--- src/rtl/muldiv_pkg.sv ---
// Shared definitions for the RV32M iterative multiply/divide unit:
// op encodings (RV32M funct3), FSM states and operand-signedness helpers.
package muldiv_pkg;

    localparam logic [2:0] OP_MUL    = 3'd0;
    localparam logic [2:0] OP_MULH   = 3'd1;
    localparam logic [2:0] OP_MULHSU = 3'd2;
    localparam logic [2:0] OP_MULHU  = 3'd3;
    localparam logic [2:0] OP_DIV    = 3'd4;
    localparam logic [2:0] OP_DIVU   = 3'd5;
    localparam logic [2:0] OP_REM    = 3'd6;
    localparam logic [2:0] OP_REMU   = 3'd7;

    typedef enum logic [1:0] {
        ST_IDLE = 2'd0,
        ST_CALC = 2'd1,
        ST_DONE = 2'd2
    } state_t;

    function automatic logic is_div(input logic [2:0] op);
        return op[2];
    endfunction

    function automatic logic src1_signed(input logic [2:0] op);
        return (op == OP_MULH) || (op == OP_MULHSU) || (op == OP_DIV) || (op == OP_REM);
    endfunction

    function automatic logic src2_signed(input logic [2:0] op);
        return (op == OP_MULH) || (op == OP_DIV) || (op == OP_REM);
    endfunction

endpackage

--- src/rtl/muldiv_datapath.sv ---
// Shared 2*XLEN accumulator with radix-2 shift-add multiply and restoring
// divide steps, operand magnitude conversion and result sign correction.
module muldiv_datapath
    import muldiv_pkg::*;
#(
    parameter int XLEN = 32
) (
    input  logic            clk,
    input  logic            rst_n,
    input  logic            load,
    input  logic            step,
    input  logic [2:0]      op,
    input  logic [XLEN-1:0] src1,
    input  logic [XLEN-1:0] src2,
    output logic            special,
    output logic            special_dbz,
    output logic [XLEN-1:0] special_result,
    output logic [XLEN-1:0] final_result
);

    localparam logic [XLEN-1:0]   ONE     = {{(XLEN-1){1'b0}}, 1'b1};
    localparam logic [2*XLEN-1:0] ONE2    = {{(2*XLEN-1){1'b0}}, 1'b1};
    localparam logic [XLEN-1:0]   ALL_ONE = {XLEN{1'b1}};
    localparam logic [XLEN-1:0]   MIN_NEG = {1'b1, {(XLEN-1){1'b0}}};

    logic [2*XLEN-1:0] acc_r;
    logic [XLEN-1:0]   mag2_r;
    logic [2:0]        op_r;
    logic              neg_r;
    logic              sign1_r;

    logic              sign1_s, sign2_s, dbz_s, ovf_s, ge_s;
    logic [XLEN-1:0]   mag1_s, mag2_s, diff_s, quot_s, rem_s;
    logic [XLEN:0]     mul_sum_s, part_s;
    logic [2*XLEN-1:0] mul_next_s, div_next_s, acc_next_s, prod_s;

    assign sign1_s = src1_signed(op) & src1[XLEN-1];
    assign sign2_s = src2_signed(op) & src2[XLEN-1];
    assign mag1_s  = sign1_s ? (~src1 + ONE) : src1;
    assign mag2_s  = sign2_s ? (~src2 + ONE) : src2;

    assign dbz_s       = is_div(op) && (src2 == {XLEN{1'b0}});
    assign ovf_s       = ((op == OP_DIV) || (op == OP_REM)) && (src1 == MIN_NEG) && (src2 == ALL_ONE);
    assign special     = dbz_s | ovf_s;
    assign special_dbz = dbz_s;

    // Bypass values; op[1] distinguishes REM/REMU from DIV/DIVU
    always_comb begin
        special_result = src1;
        if (dbz_s) begin
            special_result = op[1] ? src1 : ALL_ONE;
        end else if (ovf_s) begin
            special_result = op[1] ? {XLEN{1'b0}} : src1;
        end else begin
            special_result = src1;
        end
    end

    // Multiply: add multiplicand into the high half when the low bit is set, then shift right.
    assign mul_sum_s  = {1'b0, acc_r[2*XLEN-1:XLEN]} + (acc_r[0] ? {1'b0, mag2_r} : {(XLEN+1){1'b0}});
    assign mul_next_s = {mul_sum_s, acc_r[XLEN-1:1]};

    // Divide: shift the next dividend bit into the remainder, subtract when it fits.
    assign part_s     = acc_r[2*XLEN-1:XLEN-1];
    assign ge_s       = (part_s >= {1'b0, mag2_r});
    assign diff_s     = part_s[XLEN-1:0] - mag2_r;
    assign div_next_s = ge_s ? {diff_s, acc_r[XLEN-2:0], 1'b1}
                             : {part_s[XLEN-1:0], acc_r[XLEN-2:0], 1'b0};

    assign acc_next_s = is_div(op_r) ? div_next_s : mul_next_s;
    assign prod_s     = neg_r ? (~acc_next_s + ONE2) : acc_next_s;
    assign quot_s     = neg_r ? (~acc_next_s[XLEN-1:0] + ONE) : acc_next_s[XLEN-1:0];
    assign rem_s      = sign1_r ? (~acc_next_s[2*XLEN-1:XLEN] + ONE) : acc_next_s[2*XLEN-1:XLEN];

    // Sign-corrected result of the final iteration, selected by the latched op
    always_comb begin
        final_result = rem_s;
        case (op_r)
            OP_MUL:                       final_result = prod_s[XLEN-1:0];
            OP_MULH, OP_MULHSU, OP_MULHU: final_result = prod_s[2*XLEN-1:XLEN];
            OP_DIV, OP_DIVU:              final_result = quot_s;
            default:                      final_result = rem_s;
        endcase
    end

    // Operand latch at accept and one accumulator iteration per step
    always_ff @(posedge clk or negedge rst_n) begin
        if (!rst_n) begin
            acc_r   <= {(2*XLEN){1'b0}};
            mag2_r  <= {XLEN{1'b0}};
            op_r    <= OP_MUL;
            neg_r   <= 1'b0;
            sign1_r <= 1'b0;
        end else if (load) begin
            acc_r   <= {{XLEN{1'b0}}, mag1_s};
            mag2_r  <= mag2_s;
            op_r    <= op;
            neg_r   <= sign1_s ^ sign2_s;
            sign1_r <= sign1_s;
        end else if (step) begin
            acc_r   <= acc_next_s;
        end
    end

endmodule

--- src/rtl/muldiv_unit.sv ---
// RV32M multiply/divide unit: IDLE/CALC/DONE control around the iterative
// datapath, with valid/ready handshakes on both the operand and result sides.
module muldiv_unit
    import muldiv_pkg::*;
#(
    parameter int XLEN  = 32,
    parameter int CNT_W = $clog2(XLEN+1)
) (
    input  logic            clk,
    input  logic            rst_n,
    input  logic            flush,
    input  logic            in_valid,
    output logic            in_ready,
    input  logic [2:0]      op,
    input  logic [XLEN-1:0] src1,
    input  logic [XLEN-1:0] src2,
    output logic            out_valid,
    input  logic            out_ready,
    output logic [XLEN-1:0] result,
    output logic            div_by_zero
);

    localparam logic [CNT_W-1:0] CNT_ONE  = {{(CNT_W-1){1'b0}}, 1'b1};
    localparam logic [CNT_W-1:0] CNT_FULL = CNT_W'(XLEN);

    state_t          state_r, state_nxt_s;
    logic [CNT_W-1:0] cnt_r, cnt_nxt_s;
    logic [XLEN-1:0] result_r;
    logic            dbz_r, out_valid_r, in_ready_r;
    logic            load_s, step_s, wr_special_s, wr_final_s;
    logic            special_s, special_dbz_s;
    logic [XLEN-1:0] special_result_s, final_result_s;

    muldiv_datapath #(.XLEN(XLEN)) u_datapath (
        .clk            (clk),
        .rst_n          (rst_n),
        .load           (load_s),
        .step           (step_s),
        .op             (op),
        .src1           (src1),
        .src2           (src2),
        .special        (special_s),
        .special_dbz    (special_dbz_s),
        .special_result (special_result_s),
        .final_result   (final_result_s)
    );

    // Next-state, counter and datapath control; flush overrides everything
    always_comb begin
        state_nxt_s  = state_r;
        cnt_nxt_s    = cnt_r;
        load_s       = 1'b0;
        step_s       = 1'b0;
        wr_special_s = 1'b0;
        wr_final_s   = 1'b0;
        if (flush) begin
            state_nxt_s = ST_IDLE;
            cnt_nxt_s   = {CNT_W{1'b0}};
        end else begin
            case (state_r)
                ST_IDLE: begin
                    if (in_valid) begin
                        load_s    = 1'b1;
                        cnt_nxt_s = CNT_FULL;
                        if (special_s) begin
                            state_nxt_s  = ST_DONE;
                            wr_special_s = 1'b1;
                        end else begin
                            state_nxt_s  = ST_CALC;
                        end
                    end else begin
                        state_nxt_s = ST_IDLE;
                    end
                end
                ST_CALC: begin
                    step_s    = 1'b1;
                    cnt_nxt_s = cnt_r - CNT_ONE;
                    if (cnt_r == CNT_ONE) begin
                        state_nxt_s = ST_DONE;
                        wr_final_s  = 1'b1;
                    end else begin
                        state_nxt_s = ST_CALC;
                    end
                end
                ST_DONE: begin
                    if (out_ready) begin
                        state_nxt_s = ST_IDLE;
                    end else begin
                        state_nxt_s = ST_DONE;
                    end
                end
                default: state_nxt_s = ST_IDLE;
            endcase
        end
    end

    // State, counter and registered handshake/result outputs
    always_ff @(posedge clk or negedge rst_n) begin
        if (!rst_n) begin
            state_r     <= ST_IDLE;
            cnt_r       <= {CNT_W{1'b0}};
            result_r    <= {XLEN{1'b0}};
            dbz_r       <= 1'b0;
            out_valid_r <= 1'b0;
            in_ready_r  <= 1'b1;
        end else begin
            state_r     <= state_nxt_s;
            cnt_r       <= cnt_nxt_s;
            out_valid_r <= (state_nxt_s == ST_DONE);
            in_ready_r  <= (state_nxt_s == ST_IDLE);
            if (wr_special_s) begin
                result_r <= special_result_s;
                dbz_r    <= special_dbz_s;
            end else if (wr_final_s) begin
                result_r <= final_result_s;
                dbz_r    <= 1'b0;
            end
        end
    end

    assign in_ready    = in_ready_r;
    assign out_valid   = out_valid_r;
    assign result      = result_r;
    assign div_by_zero = dbz_r;

endmodule

--- config.mk ---
export PLATFORM = sky130hd
export DESIGN_NAME = muldiv_unit
export DESIGN_NICKNAME = d
export VERILOG_FILES = /design/src/rtl/muldiv_pkg.sv /design/src/rtl/muldiv_datapath.sv /design/src/rtl/muldiv_unit.sv
export SDC_FILE = /design/constraint.sdc
export NUM_CORES = 1
export LEC_CHECK = 0
export BUFFER_PORTS_ARGS = -buffer_cell sky130_fd_sc_hd__buf_2
export CAP_MARGIN = 15
export CORE_MARGIN = 2
export CORE_UTILIZATION = 67
export DETAILED_ROUTE_END_ITERATION = 8
export GPL_ROUTABILITY_DRIVEN = 0
export PLACE_DENSITY = 0.87
export RECOVER_POWER = 25
export SYNTH_ARGS = -nofsm -noshare
export SYNTH_HDL_FRONTEND = slang
export SYNTH_HIERARCHICAL = 1
export SYNTH_SLANG_ARGS = --single-unit
--- constraint.sdc ---
create_clock -name clk -period 8.25 [get_ports clk]
set_input_delay 1.65 -clock clk [delete_from_list [all_inputs] [get_ports clk]]
set_output_delay 1.65 -clock clk [all_outputs]
set_load 0.005 [all_outputs]
==> run metrics <==
Hold EP div_by_zero; CP delay by family, top compound AO/OA/AOI/OAI gates; first-pass GRT wire length 87.2 mm; static leakage 0.00763 uW; CP Data Required Time 8.57 ns; EDFF count, synth 0; Syn Area/Cell 7.43 um^2; Vias 17.9k; failing checks design-rule violations, max-capacitance violations, max-slew violations; Die W 160 um; Cell Area, Placed 16700 um^2; outcome finished, violations left; area leader, netlist dfrtp_1; Tot Pwr 5650 uW; number of gates resized after CTS 0; Worst Reg2Reg Path Length in Cells 21; FF-to-FF setup slack 2.08 ns; critical path launch point type register; Final min period 6.17 ns; GRT Overall Usage 0.427; worst path buffer plus inverter count 1; min-delay src div_by_zero; global route overflow 0; Yosys reg bits 144; Worst Skew 0.0179 ns; Max FO, Critical Path 25; Total Wirelength 56.0 mm; vias per cell 7.04; clk sink count 144; Initial Util 0.675; Num CTS Buffers 17; number of buffers inserted by hold repair at cts 0; max-cap viol count 1; worst-margin pin slew 4.66 ns; post-place setup slack 2.30 ns; Setup-failing EPs final 0; Worst path max stage delay 0.57 ns; Port-buffer cells 106; 1st-pass router iterations 9; Layout area overhead 6.15%; Post-route DRC 8; peak supply drop 0.000146 V; Hold Fails Final Rpt 0; top post-synthesis cells by area dfrtp_1, nor2_1, a21oi_1, mux2i_1, ha_1; Setup TNS 0 ns; crit path DAT 6.49 ns; largest net degree at the start of global routing 112; fin crit share 0.748; Top FF cell, synth dfrtp_1; CTS H-Tree Depth 4; Synth Instances 2190; initial antenna violation count 1; antenna cell count 0; Die Y-Extent 160 um; Final #Nets 2348; register area share after synthesis 0.221; number of global-route vias before repair 16.4k; unique cell type count in the Yosys netlist 109; CP max stage cell o41ai_1; initial drt markers 3625; HPWL Detailed 40.9 mm; most common cell after layout, fill and taps aside nor2_1; final slew viol count 76; fraction of layout cells with a size suffix above 1 0.115; Post CTS Setup Buffer Count 0; most frequent cells in the layout nor2_1, a21oi_1, nand2_1; Min Hold Slack 0.516 ns; IO Count 107; Reg clk slew, reported paths 0.08 ns; clock buffer depth 2; clock root cell clkbuf_16; RSZ-0062 raised after global routing false; Core ar. 24100 um^2; fin worst setup slack 2.08 ns; Synth top area share 0.220; min-delay worst type register to register; CP endpoint kind register; Synthesized Nets 2335; hold path depth 2; antenna-violating nets left 0; CTS tree yes; kind of critical path register to register; die area 25600 um^2; row count 57; Cell Pwr Density 327 nW/um^2; Slew HR -2.10; most used cell, CP a21oi_1; async set-reset flop share out of synthesis 1.00; cells along the critical path ha_1 > a21o_1 > a21oi_1 > a211oi_2 > a221o_1 > a211oi_4 > buf_4 > nor2_2 > a21oi_1 > ha_1 > o211ai_1 > or3_1 > o41ai_1 > xor2_1 > nor3_1 > o21ai_0 > o311ai_0 > a31oi_1 > a31oi_1 > mux2i_1 > a21oi_1; Clock Latency Late Sink 0.45 ns; Post-Layout Inst Area 17300 um^2; Syn. warnings 6; Avg WL per Cell 22.1 um; f_max 0.162 GHz; worst r2r src u_datapath/acc_r[34]; FF-to-FF End result[22]; post-synthesis cell area 16300 um^2
routing by layer:
layer / vias up / GRT usage / share of wire
li1: 7909 / - / -
met1: 8198 / 0.559 / 0.38
met2: 1402 / 0.627 / 0.41
met3: 371 / 0.138 / 0.15
met4: 2 / 0.235 / 0.067
met5: - / 0 / 0.00020
sequential cells by signal, summed over array words and instances, names as in the netlist:
name	cells
state_r	2
in_ready	1
u_datapath/neg_r	1
div_by_zero	1
cnt_r	6
result	32
u_datapath/op_r	3
u_datapath/sign1_r	1
out_valid	1
u_datapath/mag2_r	32
u_datapath/acc_r	64
layout make-up:
cell class	instances	area, um^2
multi-input combinational	1845	11800
fill	1939	6830
sequential	144	3610
timing repair buffer	125	688
clock buffer	18	439
tap	324	405
inverter	70	263
clock inverter	14	120
cell usage after synthesis (all sizes together), types with 16 or more instances:
| cell | instances |
|---|---|
| a211oi | 35 |
| a21o | 29 |
| a21oi | 224 |
| a31oi | 25 |
| buf | 42 |
| clkbuf | 89 |
| dfrtp | 143 |
| ha | 71 |
| inv | 69 |
| mux2i | 91 |
| nand2 | 213 |
| nand3 | 43 |
| nand4 | 32 |
| nor2 | 315 |
| nor2b | 16 |
| nor3 | 74 |
| nor4 | 21 |
| o211ai | 18 |
| o21ai | 138 |
| o31ai | 27 |
| or2 | 44 |
| xnor2 | 97 |
| xor2 | 79 |
logic make-up (layout without fill, tap and decap cells):
logic type / after synthesis / after routing / share of synthesized area
simple gates: 850 / 850 / 0.247
xor+xnor: 176 / 176 / 0.0947
flops: 144 / 144 / 0.221
compound gates: 644 / 644 / 0.259
buf+inv: 201 / 227 / 0.0566
mux: 102 / 102 / 0.0638
fa+ha+maj: 73 / 73 / 0.0570
worst max path at each step:
stage                    startpoint    endpoint  cells after the start  slack [ns]
4_1_cts         u_datapath/acc_r[0]  result[30]                     17        2.30
3_5_place_dp    u_datapath/acc_r[0]  result[30]                     17        2.30
6_report       u_datapath/acc_r[34]  result[22]                     21        2.08
5_1_grt         u_datapath/acc_r[0]  result[30]                     17        1.70
3_3_place_gp    u_datapath/acc_r[0]  result[30]                     17        2.50
2_1_floorplan    u_datapath/op_r[2]  result[24]                     21        2.76
stage by stage:
stage / util / std cells
final: 0.717 / 2540
after global routing: 0.717 / 2540
after CTS: 0.716 / 2538
after detailed placement: 0.693 / 2506
after global placement: 0.693 / 2506
after floorplan: - / 2190
where the power goes:
part           internal (uW)  switching, uW
combinational           1310           2390
sequential               908            256
clock                    404            386
tightest hold or removal path, stage by stage (launching register included):
cell and delay [ns]:
dfrtp_1 0.35, nand3_1 0.07, nand2_1 0.07
Power figures use the tool's default switching activity.
